### src/rtl/calc_if.sv
// Operator-input and display bundle between the input manager, calc_engine and the display manager.
// CALC_MEM_EN adds the mem_store / mem_recall pulses.
interface calc_if #(
    parameter int DIGITS = 3
);
    logic                  digit_valid;
    logic [3:0]            digit;
    logic                  op_valid;
    logic [1:0]            op;
    logic                  neg_toggle;
    logic                  equal_valid;
    logic                  clear;
`ifdef CALC_MEM_EN
    logic                  mem_store;
    logic                  mem_recall;
`endif
    logic [8*DIGITS-1:0]   disp_bcd;
    logic                  disp_neg;
    logic                  busy;
    logic                  done;
    logic                  error;
    logic [2:0]            state;

    modport master (
`ifdef CALC_MEM_EN
        output mem_store, mem_recall,
`endif
        output digit_valid, digit, op_valid, op, neg_toggle, equal_valid, clear,
        input  disp_bcd, disp_neg, busy, done, error, state
    );

    modport slave (
`ifdef CALC_MEM_EN
        input  mem_store, mem_recall,
`endif
        input  digit_valid, digit, op_valid, op, neg_toggle, equal_valid, clear,
        output disp_bcd, disp_neg, busy, done, error, state
    );
endinterface

### src/rtl/calc_engine.sv
// Calculator core: operand entry, sequential signed ALU and double-dabble result conversion.
// Optional result memory (mem_store / mem_recall) enabled by defining CALC_MEM_EN.
module calc_engine #(
    parameter int DIGITS = 3
) (
    input  logic   clk,
    input  logic   reset_n,
    calc_if.slave  bus
);
    localparam int OPW  = $clog2(10**DIGITS);
    localparam int MAGW = 2*OPW;
    localparam int BCDW = 8*DIGITS;
    localparam int ENTW = 4*DIGITS;
    localparam int CNTW = $clog2(MAGW+1);
    localparam int ECW  = $clog2(DIGITS+1);
    localparam logic [MAGW-1:0] MAXV = MAGW'(10**DIGITS - 1);

    typedef enum logic [2:0] {
        S_ENTER_A = 3'd0,
        S_ENTER_B = 3'd1,
        S_CALC    = 3'd2,
        S_CONVERT = 3'd3,
        S_SHOW    = 3'd4,
        S_ERR     = 3'd5
    } state_t;

    state_t            r_state;
    logic [1:0]        r_op;
    logic [OPW-1:0]    r_ent_mag;
    logic [ENTW-1:0]   r_ent_bcd;
    logic              r_ent_neg;
    logic [ECW-1:0]    r_ent_cnt;
    logic [OPW-1:0]    r_a_mag;
    logic              r_a_neg;
    logic [OPW-1:0]    r_b_mag;
    logic              r_b_neg;
    logic [CNTW-1:0]   r_cnt;
    logic [MAGW-1:0]   r_mcand;
    logic [OPW-1:0]    r_mplier;
    logic [MAGW-1:0]   r_acc;
    logic [OPW:0]      r_rem;
    logic [OPW-1:0]    r_quo;
    logic [MAGW-1:0]   r_bin;
    logic [BCDW-1:0]   r_bcd;
    logic [MAGW-1:0]   r_res_mag;
    logic              r_res_neg;
    logic              r_done;
`ifdef CALC_MEM_EN
    logic [MAGW-1:0]   r_mem_mag;
    logic [BCDW-1:0]   r_mem_bcd;
    logic              r_mem_neg;
`endif

    logic                  w_digit_ok;
    logic [OPW-1:0]        w_ent_append;
    logic [ENTW-1:0]       w_ent_bcd_app;
    logic signed [OPW+1:0] w_sa, w_sb, w_sum;
    logic [OPW+1:0]        w_sum_abs;
    logic [MAGW-1:0]       w_acc_next;
    logic [OPW+1:0]        w_shift, w_trial;
    logic                  w_fit;
    logic [OPW-1:0]        w_quo_next;
    logic [MAGW-1:0]       w_calc_mag;
    logic                  w_calc_neg;
    logic                  w_last;
    logic [BCDW-1:0]       w_adj;

    assign w_digit_ok    = (bus.digit <= 4'd9);
    assign w_ent_append  = r_ent_mag * OPW'(10) + OPW'(bus.digit);
    assign w_ent_bcd_app = ENTW'({r_ent_bcd, bus.digit});

    assign w_sa      = r_a_neg ? -$signed({2'b00, r_a_mag}) : $signed({2'b00, r_a_mag});
    assign w_sb      = r_b_neg ? -$signed({2'b00, r_b_mag}) : $signed({2'b00, r_b_mag});
    assign w_sum     = (r_op == 2'd1) ? (w_sa - w_sb) : (w_sa + w_sb);
    assign w_sum_abs = w_sum[OPW+1] ? $unsigned(-w_sum) : $unsigned(w_sum);

    assign w_acc_next = r_acc + (r_mplier[0] ? r_mcand : '0);

    // Restoring division step: remainder always stays below the divisor.
    assign w_shift    = {r_rem, r_quo[OPW-1]};
    assign w_trial    = w_shift - {2'b00, r_b_mag};
    assign w_fit      = ~w_trial[OPW+1];
    assign w_quo_next = {r_quo[OPW-2:0], w_fit};

    always_comb begin
        w_calc_mag = '0;
        case (r_op)
            2'd0, 2'd1: w_calc_mag = MAGW'(w_sum_abs);
            2'd2:       w_calc_mag = w_acc_next;
            default:    w_calc_mag = MAGW'(w_quo_next);
        endcase
    end

    assign w_calc_neg = (w_calc_mag != '0) && (r_op[1] ? (r_a_neg ^ r_b_neg) : w_sum[OPW+1]);
    assign w_last     = !r_op[1] || (r_cnt == CNTW'(OPW-1));

    generate
        for (genvar gi = 0; gi < 2*DIGITS; gi++) begin : g_dabble
            assign w_adj[4*gi +: 4] = (r_bcd[4*gi +: 4] >= 4'd5) ? r_bcd[4*gi +: 4] + 4'd3
                                                                 : r_bcd[4*gi +: 4];
        end
    endgenerate

    always_ff @(posedge clk or negedge reset_n) begin
        if (!reset_n) begin
            r_state   <= S_ENTER_A;
            r_op      <= '0;
            r_ent_mag <= '0;
            r_ent_bcd <= '0;
            r_ent_neg <= 1'b0;
            r_ent_cnt <= '0;
            r_a_mag   <= '0;
            r_a_neg   <= 1'b0;
            r_b_mag   <= '0;
            r_b_neg   <= 1'b0;
            r_cnt     <= '0;
            r_mcand   <= '0;
            r_mplier  <= '0;
            r_acc     <= '0;
            r_rem     <= '0;
            r_quo     <= '0;
            r_bin     <= '0;
            r_bcd     <= '0;
            r_res_mag <= '0;
            r_res_neg <= 1'b0;
            r_done    <= 1'b0;
`ifdef CALC_MEM_EN
            r_mem_mag <= '0;
            r_mem_bcd <= '0;
            r_mem_neg <= 1'b0;
`endif
        end else if (bus.clear) begin
            r_state   <= S_ENTER_A;
            r_op      <= '0;
            r_ent_mag <= '0;
            r_ent_bcd <= '0;
            r_ent_neg <= 1'b0;
            r_ent_cnt <= '0;
            r_a_mag   <= '0;
            r_a_neg   <= 1'b0;
            r_b_mag   <= '0;
            r_b_neg   <= 1'b0;
            r_cnt     <= '0;
            r_mcand   <= '0;
            r_mplier  <= '0;
            r_acc     <= '0;
            r_rem     <= '0;
            r_quo     <= '0;
            r_bin     <= '0;
            r_bcd     <= '0;
            r_res_mag <= '0;
            r_res_neg <= 1'b0;
            r_done    <= 1'b0;
        end else begin
            r_done <= 1'b0;
            case (r_state)
                S_ENTER_A, S_ENTER_B: begin
`ifdef CALC_MEM_EN
                    if (bus.mem_recall) begin
                        if (r_mem_mag <= MAXV) begin
                            r_ent_mag <= OPW'(r_mem_mag);
                            r_ent_bcd <= ENTW'(r_mem_bcd);
                            r_ent_neg <= r_mem_neg;
                            r_ent_cnt <= ECW'(DIGITS);
                        end else begin
                            r_state <= S_ERR;
                        end
                    end else
`endif
                    if (bus.equal_valid && r_state == S_ENTER_B) begin
                        r_b_mag  <= r_ent_mag;
                        r_b_neg  <= r_ent_neg;
                        r_cnt    <= '0;
                        r_mcand  <= MAGW'(r_a_mag);
                        r_mplier <= r_ent_mag;
                        r_acc    <= '0;
                        r_rem    <= '0;
                        r_quo    <= r_a_mag;
                        r_state  <= S_CALC;
                    end else if (bus.op_valid) begin
                        r_op <= bus.op;
                        if (r_state == S_ENTER_A) begin
                            r_a_mag   <= r_ent_mag;
                            r_a_neg   <= r_ent_neg;
                            r_ent_mag <= '0;
                            r_ent_bcd <= '0;
                            r_ent_neg <= 1'b0;
                            r_ent_cnt <= '0;
                            r_state   <= S_ENTER_B;
                        end
                    end else if (bus.neg_toggle) begin
                        r_ent_neg <= ~r_ent_neg;
                    end else if (bus.digit_valid && w_digit_ok && r_ent_cnt < ECW'(DIGITS)) begin
                        r_ent_mag <= w_ent_append;
                        r_ent_bcd <= w_ent_bcd_app;
                        r_ent_cnt <= r_ent_cnt + 1'b1;
                    end
                end
                S_CALC: begin
                    if (r_op == 2'd3 && r_b_mag == '0) begin
                        r_state <= S_ERR;
                    end else begin
                        r_cnt    <= r_cnt + 1'b1;
                        r_acc    <= w_acc_next;
                        r_mcand  <= r_mcand << 1;
                        r_mplier <= r_mplier >> 1;
                        r_rem    <= w_fit ? w_trial[OPW:0] : w_shift[OPW:0];
                        r_quo    <= w_quo_next;
                        if (w_last) begin
                            r_res_mag <= w_calc_mag;
                            r_res_neg <= w_calc_neg;
                            r_bin     <= w_calc_mag;
                            r_bcd     <= '0;
                            r_cnt     <= '0;
                            r_state   <= S_CONVERT;
                        end
                    end
                end
                S_CONVERT: begin
                    r_bcd <= BCDW'({w_adj, r_bin[MAGW-1]});
                    r_bin <= r_bin << 1;
                    r_cnt <= r_cnt + 1'b1;
                    if (r_cnt == CNTW'(MAGW-1)) begin
                        r_state <= S_SHOW;
                        r_done  <= 1'b1;
                    end
                end
                S_SHOW: begin
`ifdef CALC_MEM_EN
                    if (bus.mem_store) begin
                        r_mem_mag <= r_res_mag;
                        r_mem_bcd <= r_bcd;
                        r_mem_neg <= r_res_neg;
                    end else
`endif
                    if (bus.op_valid) begin
                        if (r_res_mag <= MAXV) begin
                            r_a_mag   <= OPW'(r_res_mag);
                            r_a_neg   <= r_res_neg;
                            r_op      <= bus.op;
                            r_ent_mag <= '0;
                            r_ent_bcd <= '0;
                            r_ent_neg <= 1'b0;
                            r_ent_cnt <= '0;
                            r_state   <= S_ENTER_B;
                        end else begin
                            r_state <= S_ERR;
                        end
                    end else if (bus.digit_valid && w_digit_ok) begin
                        r_ent_mag <= OPW'(bus.digit);
                        r_ent_bcd <= ENTW'(bus.digit);
                        r_ent_neg <= 1'b0;
                        r_ent_cnt <= ECW'(1);
                        r_state   <= S_ENTER_A;
                    end
                end
                default: ;
            endcase
        end
    end

    always_comb begin
        bus.disp_bcd = '0;
        bus.disp_neg = 1'b0;
        if (r_state == S_ENTER_A || r_state == S_ENTER_B) begin
            bus.disp_bcd = BCDW'(r_ent_bcd);
            bus.disp_neg = r_ent_neg;
        end else if (r_state == S_SHOW) begin
            bus.disp_bcd = r_bcd;
            bus.disp_neg = r_res_neg;
        end
    end

    assign bus.busy  = (r_state == S_CALC) || (r_state == S_CONVERT);
    assign bus.done  = r_done;
    assign bus.error = (r_state == S_ERR);
    assign bus.state = r_state;
endmodule

### src/flat_wrapper.sv
// flat-port wrapper written by rule: the top's interface ports become plain ports
module calc_engine_flat 
#(
    parameter int DIGITS = 3
)
  (clk, reset_n, bus_digit_valid, bus_digit, bus_op_valid, bus_op, bus_neg_toggle, bus_equal_valid, bus_clear, bus_disp_bcd, bus_disp_neg, bus_busy, bus_done, bus_error, bus_state);
  calc_if #(.DIGITS(DIGITS)) bus_i ();
  input  logic clk;
  input  logic reset_n;
  input wire logic [$bits(bus_i.digit_valid)-1:0] bus_digit_valid;
  input wire logic [$bits(bus_i.digit)-1:0] bus_digit;
  input wire logic [$bits(bus_i.op_valid)-1:0] bus_op_valid;
  input wire logic [$bits(bus_i.op)-1:0] bus_op;
  input wire logic [$bits(bus_i.neg_toggle)-1:0] bus_neg_toggle;
  input wire logic [$bits(bus_i.equal_valid)-1:0] bus_equal_valid;
  input wire logic [$bits(bus_i.clear)-1:0] bus_clear;
  output wire logic [$bits(bus_i.disp_bcd)-1:0] bus_disp_bcd;
  output wire logic [$bits(bus_i.disp_neg)-1:0] bus_disp_neg;
  output wire logic [$bits(bus_i.busy)-1:0] bus_busy;
  output wire logic [$bits(bus_i.done)-1:0] bus_done;
  output wire logic [$bits(bus_i.error)-1:0] bus_error;
  output wire logic [$bits(bus_i.state)-1:0] bus_state;
  assign bus_i.digit_valid = bus_digit_valid;
  assign bus_i.digit = bus_digit;
  assign bus_i.op_valid = bus_op_valid;
  assign bus_i.op = bus_op;
  assign bus_i.neg_toggle = bus_neg_toggle;
  assign bus_i.equal_valid = bus_equal_valid;
  assign bus_i.clear = bus_clear;
  assign bus_disp_bcd = bus_i.disp_bcd;
  assign bus_disp_neg = bus_i.disp_neg;
  assign bus_busy = bus_i.busy;
  assign bus_done = bus_i.done;
  assign bus_error = bus_i.error;
  assign bus_state = bus_i.state;
  calc_engine #(.DIGITS(DIGITS)) u_core (.clk(clk), .reset_n(reset_n), .bus(bus_i));
endmodule
### config.mk
export PLATFORM = sky130hd
export DESIGN_NAME = calc_engine_flat
export DESIGN_NICKNAME = d
export VERILOG_FILES = /design/src/rtl/calc_if.sv /design/src/rtl/calc_engine.sv /design/src/flat_wrapper.sv
export SDC_FILE = /design/constraint.sdc
export NUM_CORES = 1
export LEC_CHECK = 0
export BUFFER_PORTS_ARGS = -buffer_cell sky130_fd_sc_hd__buf_4
export CAP_MARGIN = 20
export CORE_MARGIN = 5
export CORE_UTILIZATION = 68
export CTS_CLUSTER_SIZE = 24
export DETAILED_ROUTE_END_ITERATION = 6
export GPL_TIMING_DRIVEN = 1
export PLACE_DENSITY = 0.9
export SYNTH_ARGS = -nofsm -noshare
export SYNTH_HDL_FRONTEND = slang
export SYNTH_SLANG_ARGS = --single-unit
### constraint.sdc
create_clock -name clk -period 12.5 [get_ports clk]
set_input_delay 1.875 -clock clk [delete_from_list [all_inputs] [get_ports clk]]
set_output_delay 1.875 -clock clk [all_outputs]
set_load 0.02 [all_outputs]
==> flow_summary.toml <==
[status]
status = "finished clean"

[synth]
avgSynthCellArea_sq_um = 8.57
ys_warn_count = 0
yosysUniqueCellTypes = 76
async_flop_share = 1.00
synth_edf_count = 0
yosys.area.top_type_share = 0.376
ys_seq_elements = 193
synth_area_leaders = "dfrtp_1 38%, ha_1 7.3%, nand2_1 6.5%"
synth-main-ff-cell = "dfrtp_1"
syn-num-nets = 1593
yosysTopAreaCell = "dfrtp_1"
synth_common_cells = "223 x nand2_1, 193 x dfrtp_1, 114 x o21ai_0"
syn_inst = 1500
synth_most_common_cell = "nand2_1"
syn_area_sq_mm = 0.0129
ys_seq_area_frac = 0.376

[finish]
multiInputGateArea_sq_mm = 0.00753
final_area_sq_mm = 0.0139
area_delta_synth_final_pct = 7.95
regArea_sq_mm = 0.00483
diodes = 0
drive_gt1_frac = 0.0712
nets = 1582
fillers = 1324

[clock_network]
h-tree-depth = 4
clkLatencyLatePin_ns = 0.46
root_buffer = "clkbuf_16"
hold_buffers = 0
cts_tree = "done"
cts_buffers = 17
cts.reportedPaths.clkPinSlew_ns = 0.08
cts.sinks = 193
postCtsSetupBuffers = 0
cts_resized = 0
cts_buffer_depth = 2

[power]
p_leak_nw = 6.30
peakVddDrop_v = 0.000179
powerDensity_mw_per_mm2 = 213

[sta]
fin_worst_skew_ns = 0.0141
slew_headroom = 0.313
rsz0062_at_grt = "no"
max_freq_mhz = 193
finalSetupTns_ns = 0
period_share = 0.415
maxSlewViolCount = 0
hold_viol = 0
setup_viol = 0
worst_pin_slew_ns = 1.03
layout_min_cycle_time_ns = 5.19

[setup_path]
cp_slowest_cell = "xor2_2"
worst-path-buf-inv = 1
critical_path.top_delay_family = "compound AO/OA/AOI/OAI gates"
arrival_ns = 5.51
required_ns = 12.82
cp-end-kind = "register"
cp-start-kind = "register"
slowest_delay_ns = 0.56
path_common_cell = "nor2_1"
path_max_fanout = 15
worstPathCellList = "inv_1 > ha_1 > xor2_1 > a31oi_1 > a311oi_1 > o31a_2 > nor2_1 > xnor2_1 > ha_1 > a21o_1 > a211oi_1 > nor2_1 > a41oi_1 > xnor2_1 > xor2_2 > nor2_1 > xor2_1 > o21a_1 > a2111oi_0 > a31oi_1"
timing_worst_setup_path_type = "register to register"

[drt]
drcViolationCount = 0
postRouteAntennaNets = 0
dr.pass1.iters = 6
wirelength_um = 32700
route.vias.total = 11500
post_drt_wl_per_cell_um = 18.8
drt-vias-per-instance = 6.60
drtIter0Drc = 1140

[floorplanning]
dieArea_sq_mm = 0.0218
fp.dieW_um = 147
initial_core_util = 0.689
num_io_pins = 44
die_h_um = 147
rows = 50
core_area_sq_mm = 0.0186

[global_routing]
grt_max_degree = 118
grt_pass1_vias = 10900
grt-ovfl-total = 0
antenna_found_initial = 0
grt_usage = 0.302
grt_first_pass_wirelength_um = 54100

[flow_run]
maxCapViolCount = 0

[place]
portBuffers = 43
place.gp.congestion = 0.958
dp.final_hpwl_um = 22100
post_dp_cell_area_sq_mm = 0.0133

[min_path]
hp-class = "register to register"
## metal layers
metal / track usage / wire length, um / vias to the layer above
met5: 0 / 0 / -
met4: 0.110 / 934 / 0
met3: 0.0475 / 2650 / 90
met2: 0.506 / 15900 / 566
met1: 0.400 / 13300 / 5485
li1: - / - / 5317
## registers in the layout (all words and copies together) (netlist names), 10 cells and up
register,flops
u_core.r_bcd,24
u_core.r_acc,20
u_core.r_bin,20
u_core.r_mcand,20
u_core.r_res_mag,20
u_core.r_ent_bcd,12
u_core.r_rem,11
u_core.r_a_mag,10
u_core.r_b_mag,10
u_core.r_mplier,10
u_core.r_quo,10
## worst register-to-register path, stage by stage, from the launching register on
cell,delay (ns)
dfrtp_1,0.55
inv_1,0.13
ha_1,0.34
xor2_1,0.20
a31oi_1,0.13
a311oi_1,0.41
o31a_2,0.28
nor2_1,0.07
xnor2_1,0.17
ha_1,0.24
a21o_1,0.22
a211oi_1,0.23
nor2_1,0.08
a41oi_1,0.25
xnor2_1,0.23
xor2_2,0.56
nor2_1,0.15
xor2_1,0.17
o21a_1,0.20
a2111oi_0,0.32
a31oi_1,0.13
## path summary, 6_finish.rpt
check | from | endpoint | slack (ns) | cells after the start
max | u_core.r_b_mag[0] | u_core.r_res_neg | 7.31 | 20
min | u_core.r_bin[10] | u_core.r_bin[10] | 0.49 | 2
max reg2reg | u_core.r_b_mag[0] | u_core.r_res_neg | 7.31 | 20
min reg2reg | u_core.r_bin[10] | u_core.r_bin[10] | 0.49 | 2
max in group asynchronous | reset_n | u_core.r_bin[6] | 9.39 | 2
min in group asynchronous | reset_n | u_core.r_mcand[15] | 1.57 | 1
## layout make-up
class	count	share of cell area
multi-input cells	1172	0.543
flip-flops and latches	193	0.348
inverters	48	0.0130
repair buffers	57	0.0313
clock buffers	17	0.0307
clock inverters	15	0.0133
well taps	234	0.0211
## cells in the final DEF (no fill, tap or decap), types with 25 or more instances in the layout
master,count
nor3_1,34
a21oi_1,96
nand2_1,223
nand3_1,30
a22o_1,50
nor2_1,109
a21o_1,25
o31ai_1,59
inv_1,48
o21ai_0,114
xnor2_1,55
buf_4,55
mux2i_1,27
ha_1,75
dfrtp_1,193
xor2_1,35
and2_1,26
## power breakdown
group          switching (W)  leakage [nW]  internal [W]
sequential          0.000111          2.67      0.000703
combinational       0.000990          3.34      0.000594
clock               0.000290         0.296      0.000273
total                0.00139          6.30       0.00157
## kinds of logic after synthesis
| family | share of synthesized area |
|---|---|
| xor gates and xnor gates | 0.0626 |
| adders and majority gates | 0.0808 |
| muxes | 0.0219 |
| buffers and inverters | 0.0403 |
| AOI/OAI and AO/OA | 0.235 |
| DFF | 0.376 |
| and+or+nand+nor | 0.184 |
## metrics by stage
stage | cells | util | hold slack, ns | total power, W | worst slack (ns)
final | 1736 | 0.744 | 0.487 | 0.00296 | 7.31
after global routing | 1736 | 0.744 | 0.513 | 0.00314 | 6.92
after CTS | 1735 | 0.744 | 0.486 | 0.00293 | 7.38
after detailed placement | 1703 | 0.711 | 0.469 | 0.00236 | 7.39
after global placement | 1703 | 0.711 | 0.459 | 0.00230 | 7.53
after floorplan | 1500 | - | 0.443 | 0.00201 | 8.24
Note: power is estimated with default switching activity, not from simulation.
